## config.mk

```make
export PLATFORM = sky130hd
export DESIGN_NAME = clb_cfg_loader
export DESIGN_NICKNAME = d
export VERILOG_FILES = /design/src/rtl/clb_cfg_pkg.sv /design/src/rtl/clb_cfg_loader.sv
export SDC_FILE = /design/constraint.sdc
export NUM_CORES = 1
export LEC_CHECK = 0
export CAP_MARGIN = 40
export CORE_MARGIN = 2
export CORE_UTILIZATION = 48
export CTS_BUF_LIST = sky130_fd_sc_hd__clkbuf_16
export CTS_CLUSTER_DIAMETER = 150
export DETAILED_ROUTE_END_ITERATION = 10
export MAX_ROUTING_LAYER = met4
export PLACE_DENSITY = 0.76
export SKIP_CTS_REPAIR_TIMING = 1
export SYNTH_ARGS = -nofsm -noshare
export SYNTH_HDL_FRONTEND = slang
export SYNTH_SLANG_ARGS = --single-unit
```

## constraint.sdc

```tcl
create_clock -name prog_clk -period 2 [get_ports prog_clk]
set_input_delay 0.5 -clock prog_clk [delete_from_list [all_inputs] [get_ports prog_clk]]
set_output_delay 0.5 -clock prog_clk [all_outputs]
set_load 0.02 [all_outputs]
```

## src/rtl/clb_cfg_pkg.sv

```systemverilog
// ---------------------------------------------------------------------------
// clb_cfg_pkg
// Shared definitions for the CLB configuration loader:
//   - default scan-chain length (16 LUT bits + 1 config bit)
//   - bit-counter width derivation (2**CNT_W must exceed the chain length)
//   - loader FSM state encoding
//   - shift-order constant (LSB of the configuration word leaves first)
// ---------------------------------------------------------------------------
package clb_cfg_pkg;

    localparam int CHAIN_LEN_DEF = 17;

    // Smallest counter width whose range strictly exceeds n.
    function automatic int cnt_w_for(input int n);
        return $clog2(n + 1);
    endfunction

    localparam int CNT_W_DEF = cnt_w_for(CHAIN_LEN_DEF);

    // Bit 0 of the configuration word is the first bit into the chain.
    localparam bit LSB_FIRST = 1'b1;

    typedef enum logic [1:0] {
        ST_IDLE  = 2'd0,
        ST_SHIFT = 2'd1,
        ST_DONE  = 2'd2
    } state_t;

endpackage

```

## src/rtl/clb_cfg_loader.sv

```systemverilog
// ---------------------------------------------------------------------------
// clb_cfg_loader
// Accepts a parallel configuration word over a valid/ready handshake and
// serialises it LSB-first into the CLB scan chain, one bit per prog_clk.
// While shifting, the chain tail (prog_out) is captured so the previous
// chain contents can be read back and optionally checked against the last
// word that was fully loaded.
//
// Ports:
//   prog_clk    in   configuration clock (also clocks the CLB chain)
//   prog_rst_n  in   synchronous active-low reset
//   cfg_data    in   word to load, bit 0 shifted first
//   cfg_verify  in   sampled with cfg_data; compare readback at end of load
//   cfg_valid   in   host word valid
//   cfg_ready   out  loader idle and able to accept a word
//   prog_in     out  registered serial data to the CLB
//   prog_en     out  registered shift enable to the CLB
//   prog_out    in   serial data returned from the CLB chain tail
//   rb_data     out  bits captured from prog_out during the last load
//   done        out  one-cycle pulse marking load completion
//   verify_err  out  sticky readback mismatch flag (cleared by reset only)
// ---------------------------------------------------------------------------
module clb_cfg_loader
    import clb_cfg_pkg::*;
#(
    parameter int CHAIN_LEN = CHAIN_LEN_DEF,
    parameter int CNT_W     = CNT_W_DEF
) (
    input  logic                 prog_clk,
    input  logic                 prog_rst_n,
    input  logic [CHAIN_LEN-1:0] cfg_data,
    input  logic                 cfg_verify,
    input  logic                 cfg_valid,
    output logic                 cfg_ready,
    output logic                 prog_in,
    output logic                 prog_en,
    input  logic                 prog_out,
    output logic [CHAIN_LEN-1:0] rb_data,
    output logic                 done,
    output logic                 verify_err
);

    localparam logic [CNT_W-1:0] LAST_BIT = CNT_W'(CHAIN_LEN - 1);

    state_t               state;
    logic [CNT_W-1:0]     cnt;
    logic [CHAIN_LEN-1:0] sreg;
    logic [CHAIN_LEN-1:0] shadow;
    logic                 vfy_q;
    logic                 shadow_valid;

    assign cfg_ready = prog_rst_n && (state == ST_IDLE);

    always_ff @(posedge prog_clk) begin
        if (!prog_rst_n) begin
            state        <= ST_IDLE;
            cnt          <= '0;
            prog_in      <= 1'b0;
            prog_en      <= 1'b0;
            done         <= 1'b0;
            rb_data      <= '0;
            verify_err   <= 1'b0;
            shadow_valid <= 1'b0;
        end else begin
            done <= 1'b0;
            case (state)
                ST_IDLE: begin
                    if (cfg_valid && cfg_ready) begin
                        sreg    <= cfg_data;
                        vfy_q   <= cfg_verify;
                        cnt     <= '0;
                        // First bit goes out together with the enable so the
                        // CLB shifts on the very next edge.
                        prog_en <= 1'b1;
                        prog_in <= cfg_data[0];
                        state   <= ST_SHIFT;
                    end
                end

                ST_SHIFT: begin
                    // Rotate instead of plain shift: after CHAIN_LEN edges the
                    // register holds the original word again, which becomes
                    // the new shadow without a separate copy register.
                    sreg         <= {sreg[0], sreg[CHAIN_LEN-1:1]};
                    // The CLB shifts on this same edge, so this is the tail
                    // bit from before the shift.
                    rb_data[cnt] <= prog_out;
                    cnt          <= cnt + 1'b1;
                    if (cnt == LAST_BIT) begin
                        prog_en <= 1'b0;
                        prog_in <= 1'b0;
                        done    <= 1'b1;
                        state   <= ST_DONE;
                    end else begin
                        prog_in <= sreg[1];
                    end
                end

                ST_DONE: begin
                    if (vfy_q && shadow_valid && (rb_data != shadow)) begin
                        verify_err <= 1'b1;
                    end
                    shadow       <= sreg;
                    shadow_valid <= 1'b1;
                    state        <= ST_IDLE;
                end

                default: begin
                    state <= ST_IDLE;
                end
            endcase
        end
    end

endmodule

```

* Word level (Yosys, flattened, before mapping)
Index checks and enable logic that the tools add are counted.
** Word-level totals
- Output and inout bits :: 22
- Input port bits :: 22
- Bits in registers :: 64
** Operators by class
- Equality and inequality tests :: 6
- Magnitude comparators :: 2
- Reductions and logical operators :: 15
- Multiplexer cells :: 17
- Add/subtract/negate cells :: 1
** Operators with widths (count)
- case mux 17 bit (2 select lines) :: 1
- bitwise mux 17 bit :: 1
- two-way mux 17 bit :: 1
- inequality test 17 bit :: 1
- case mux 5 bit (2 select lines) :: 1
- AND reduction 2 bit :: 5
- AND reduction 3 bit :: 3
- < comparator 5 x 6 -> 1 bit (second input constant) :: 1
- two-way mux 1 bit :: 6
- adder 5 x 1 -> 5 bit (second input constant) :: 1
- demux 1 bit (select 5 bit) :: 1
- == test 5 bit (second input constant) :: 1
- >= comparator 5 x 1 -> 1 bit (second input constant) :: 1
- logical AND 1 bit :: 5
- two-way mux 5 bit :: 1
- two-way mux 2 bit :: 2
- case mux 1 bit (2 select lines) :: 2
- case mux 2 bit (2 select lines) :: 1
- == test 2 x 1 -> 1 bit (second input constant) :: 1
- == test 2 bit (second input constant) :: 1
- logical NOT 2 bit :: 1
- inequality test 2 x 1 -> 1 bit (second input constant) :: 1
- inequality test 2 bit (second input constant) :: 1
- nonzero test 2 bit :: 1

* Logic depth before layout (Yosys ltp)
- Depth in word-level cells :: 5
- Gate-level depth with buffers :: 6
- Gate-level depth less buffers :: 6

* Worst setup path before layout
No wires, ideal clock.
- Kind :: input to register
- Start :: input port prog_rst_n
- End :: register sreg[0], enable pin
- Data required time :: 1.610 ns
- Setup time :: 0.390 ns
- Arrival time :: 1.524 ns
- Stages on the path :: 3
- Setup slack :: 0.086 ns
- Path buffers :: 1
- Cell sequence :: inv_2 -> buf_1 -> nor2_1
** Between the ends
- Longest elaborated chain between the ends :: 4
** Ends and longest elaborated chain
- start, declared :: line clb_cfg_loader.sv:30 : input logic prog_rst_n,
- logical AND 1 bit :: line clb_cfg_loader.sv:52 : assign cfg_ready = prog_rst_n && (state == ST_IDLE);
- logical AND 1 bit :: line clb_cfg_loader.sv:68 : if (cfg_valid && cfg_ready) begin
- inequality test 2 x 1 -> 1 bit (no source line)
- AND reduction 3 bit (no source line) *
- end signal, assigned :: line clb_cfg_loader.sv:69 : sreg <= cfg_data;
- end signal, assigned :: line clb_cfg_loader.sv:84 : sreg <= {sreg[0], sreg[CHAIN_LEN-1:1]};
- end, declared :: line clb_cfg_loader.sv:47 : logic [CHAIN_LEN-1:0] sreg;
Every way passes the cells marked *; elsewhere a longest branch is shown, timed or not.
A chain may end at the register's enable or synchronous reset.

* Final worst setup path
- Start :: input port prog_rst_n
- End :: output port cfg_ready
** Between the ends
- Longest elaborated chain between the ends :: 1
** Ends and longest elaborated chain
- logical AND 1 bit :: line clb_cfg_loader.sv:52
- end, declared :: line clb_cfg_loader.sv:34 : output logic cfg_ready,
No other way between the ends.

==> flow_metrics.tcl <==
set metrics [dict create \
    port_buffers 43 \
    netlist_instances 256 \
    max_freq_mhz 526 \
    drt_iter0_markers 82 \
    cts_buffer_depth 2 \
    insertion_delay_ns 0.32 \
    grt_usage 0.195 \
    holdWs_ns 0.447 \
    synth.distinct_cells 36 \
    path_max_fanout 2 \
    synth.avg_cell_area_um2 10.7 \
    grt_max_degree 42 \
    pin_count 44 \
    grt_pass1_wl_mm 9.04 \
    ys_async_sr_fraction 0 \
    vias 1929 \
    coreArea_um2 5510 \
    tns_ns 0 \
    synth-seq-cells 64 \
    clock_skew_ns 0.00755 \
    synth-seq-area-share 0.597 \
    dp.final_hpwl_mm 3.78 \
    cts_buffers 9 \
    dieArea_um2 6320 \
    place_congestion 0.841 \
    drc 0 \
    fp.dieH_um 79.5 \
    rr_worst_depth 6 \
    synth_ff_type "edfxtp_1" \
    powerDensity_nw_per_um2 865 \
    hold_viol 0 \
    firstDrtPassIters 5 \
    antenna_left 0 \
    vias_per_cell 5.09 \
    cellLeakagePower_nw 1.42 \
    r2r_slack_ns 0.45 \
    cp-start-kind "input pin" \
    grt_pass1_vias 1832 \
    grt.overflow.total 0 \
    layout-drive-gt1-share 0.0814 \
    final.fill_count 430 \
    drv_slew 0 \
    syn_to_final_growth_pct 28.3 \
    diodes 0 \
    final_common_cell "nand2_1" \
    min_path_type "flop to flop" \
    ir_drop_mv 0.572 \
    regArea_um2 1630 \
    critPathKind "input pin to output port" \
    required_ns 1.50 \
    synth-edff-count 35 \
    cts.sinks 64 \
    path_cells "clkdlybuf4s50_1 -> inv_2 -> nor3_1 -> dlymetal6s2s_1" \
    routedWlPerCell_um 14.2 \
    cts-root-buf "clkbuf_16" \
    cp_slowest_cell "clkdlybuf4s50_1" \
    fp.dieW_um 79.5 \
    finalNetCount 330 \
    syn_area_um2 2740 \
    min_period_over_period 0.950 \
    cp_slowest_stage_delay_ns 0.49 \
    fin_crit_ns 1.90 \
    crit_arrival_ns 1.40 \
    cts_tree "yes" \
    fin_area_um2 3510 \
    crit_start "prog_rst_n" \
    syn_nets 282 \
    clk_pin_slew_ns 0.05 \
    start_util 0.497 \
    r2r_start "cnt[0]" \
    crit_end "cfg_ready" \
    antenna_found_initial 0 \
    routed_wl_mm 5.39 \
    setup_viol 0 \
    critPathCaptureType "output port" \
    yosys_warnings 0 \
    cap_violations 0 \
    rows 27 \
    dpl_cell_area_um2 3260 \
    multi_input_area_um2 1020 \
    worstMarginPinSlew_ns 0.413 \
    rsz0062_at_grt "no" \
    mostFrequentLayoutCells "56 x nand2_1, 42 x clkdlybuf4s50_1, 35 x edfxtp_1" \
    slew_headroom 0.722 \
    status "finished clean" \
    rr_endpoint "prog_in" \
    cts-htree-levels 3 \
]
==> report_power, final <==
part	total (W)	internal [W]	leakage [nW]	switching, W
sequential	0.00148	0.00145	0.560	0.0000319
combinational	0.000263	0.000114	0.729	0.000149
clock	0.00129	0.000800	0.132	0.000489
total	0.00304	0.00237	1.42	0.000669
==> registers in the layout, summed over array words and instances (netlist names) <==
register,flops
verify_err,1
prog_en,1
done,1
sreg,17
vfy_q,1
state,2
prog_in,1
shadow,17
shadow_valid,1
cnt,5
rb_data,17
==> how the worst min path moves through the flow <==
stage,from,endpoint,cells after the start
5_1_grt,sreg[3],shadow[3],0
3_3_place_gp,sreg[11],shadow[11],0
2_1_floorplan,sreg[0],shadow[0],0
6_report,sreg[13],shadow[13],0
4_1_cts,sreg[13],shadow[13],0
3_5_place_dp,sreg[13],shadow[13],0
==> synthesized netlist by cell type, types with 2 or more instances <==
cell / n / area [um2]
inv_2: 2 / 7.51
a31oi_1: 3 / 18.8
nor2_1: 25 / 93.8
and3_1: 2 / 12.5
ha_1: 4 / 50.1
a21oi_1: 5 / 25.0
edfxtp_1: 35 / 1050
buf_2: 5 / 25.0
nor2b_1: 2 / 12.5
nand4_1: 4 / 25.0
nand3_1: 22 / 110
nand2_1: 56 / 210
mux2i_1: 16 / 160
buf_1: 2 / 7.51
nor3b_2: 2 / 25.0
buf_6: 2 / 22.5
inv_1: 2 / 7.51
clkbuf_1: 3 / 11.3
nor3_1: 4 / 20.0
dfxtp_1: 29 / 581
xnor2_1: 16 / 140
==> critical path, delay by kind of cell <==
| family | cells | cell delay, ns |
|---|---|---|
| buffers and inverters | 3 | 0.78 |
| and+or+nand+nor | 1 | 0.12 |
==> stage by stage <==
stage	power [W]	util	setup slack, ns	instances
final	0.00304	0.637	0.100	379
after global routing	0.00315	0.637	0.0367	379
after CTS	0.00306	0.637	-0.303	379
after detailed placement	0.00177	0.592	-0.303	365
after global placement	0.00176	0.592	-0.276	365
after floorplan	0.00167	-	0.0860	256
==> kinds of logic (layout without fill, tap and decap cells) <==
logic type / Yosys count / after routing / share of synthesized area
and+or+nand+nor: 124 / 124 / 0.206
DFF: 64 / 64 / 0.597
xor gates and xnor gates: 17 / 17 / 0.0544
buffers and inverters: 17 / 68 / 0.0325
muxes: 16 / 16 / 0.0586
AOI/OAI and AO/OA: 14 / 14 / 0.0339
adders and majority gates: 4 / 4 / 0.0183
==> per-layer routing <==
layer  vias to the layer above  wire length, um  track usage
li1                        974                -            -
met1                       902             2550        0.261
met2                        44             2530        0.286
met3                         9              230       0.0475
met4                         0               74       0.0793
met5                         -                0            -
==> area by class of cell <==
type                    instances  area share
flip-flops and latches         64       0.465
multi-input cells             175       0.290
repair buffers                 50       0.145
clock buffers                   9      0.0642
well taps                      72      0.0257
clock inverters                 5     0.00570
inverters                       4     0.00428
Note: power is estimated with default switching activity, not from simulation.
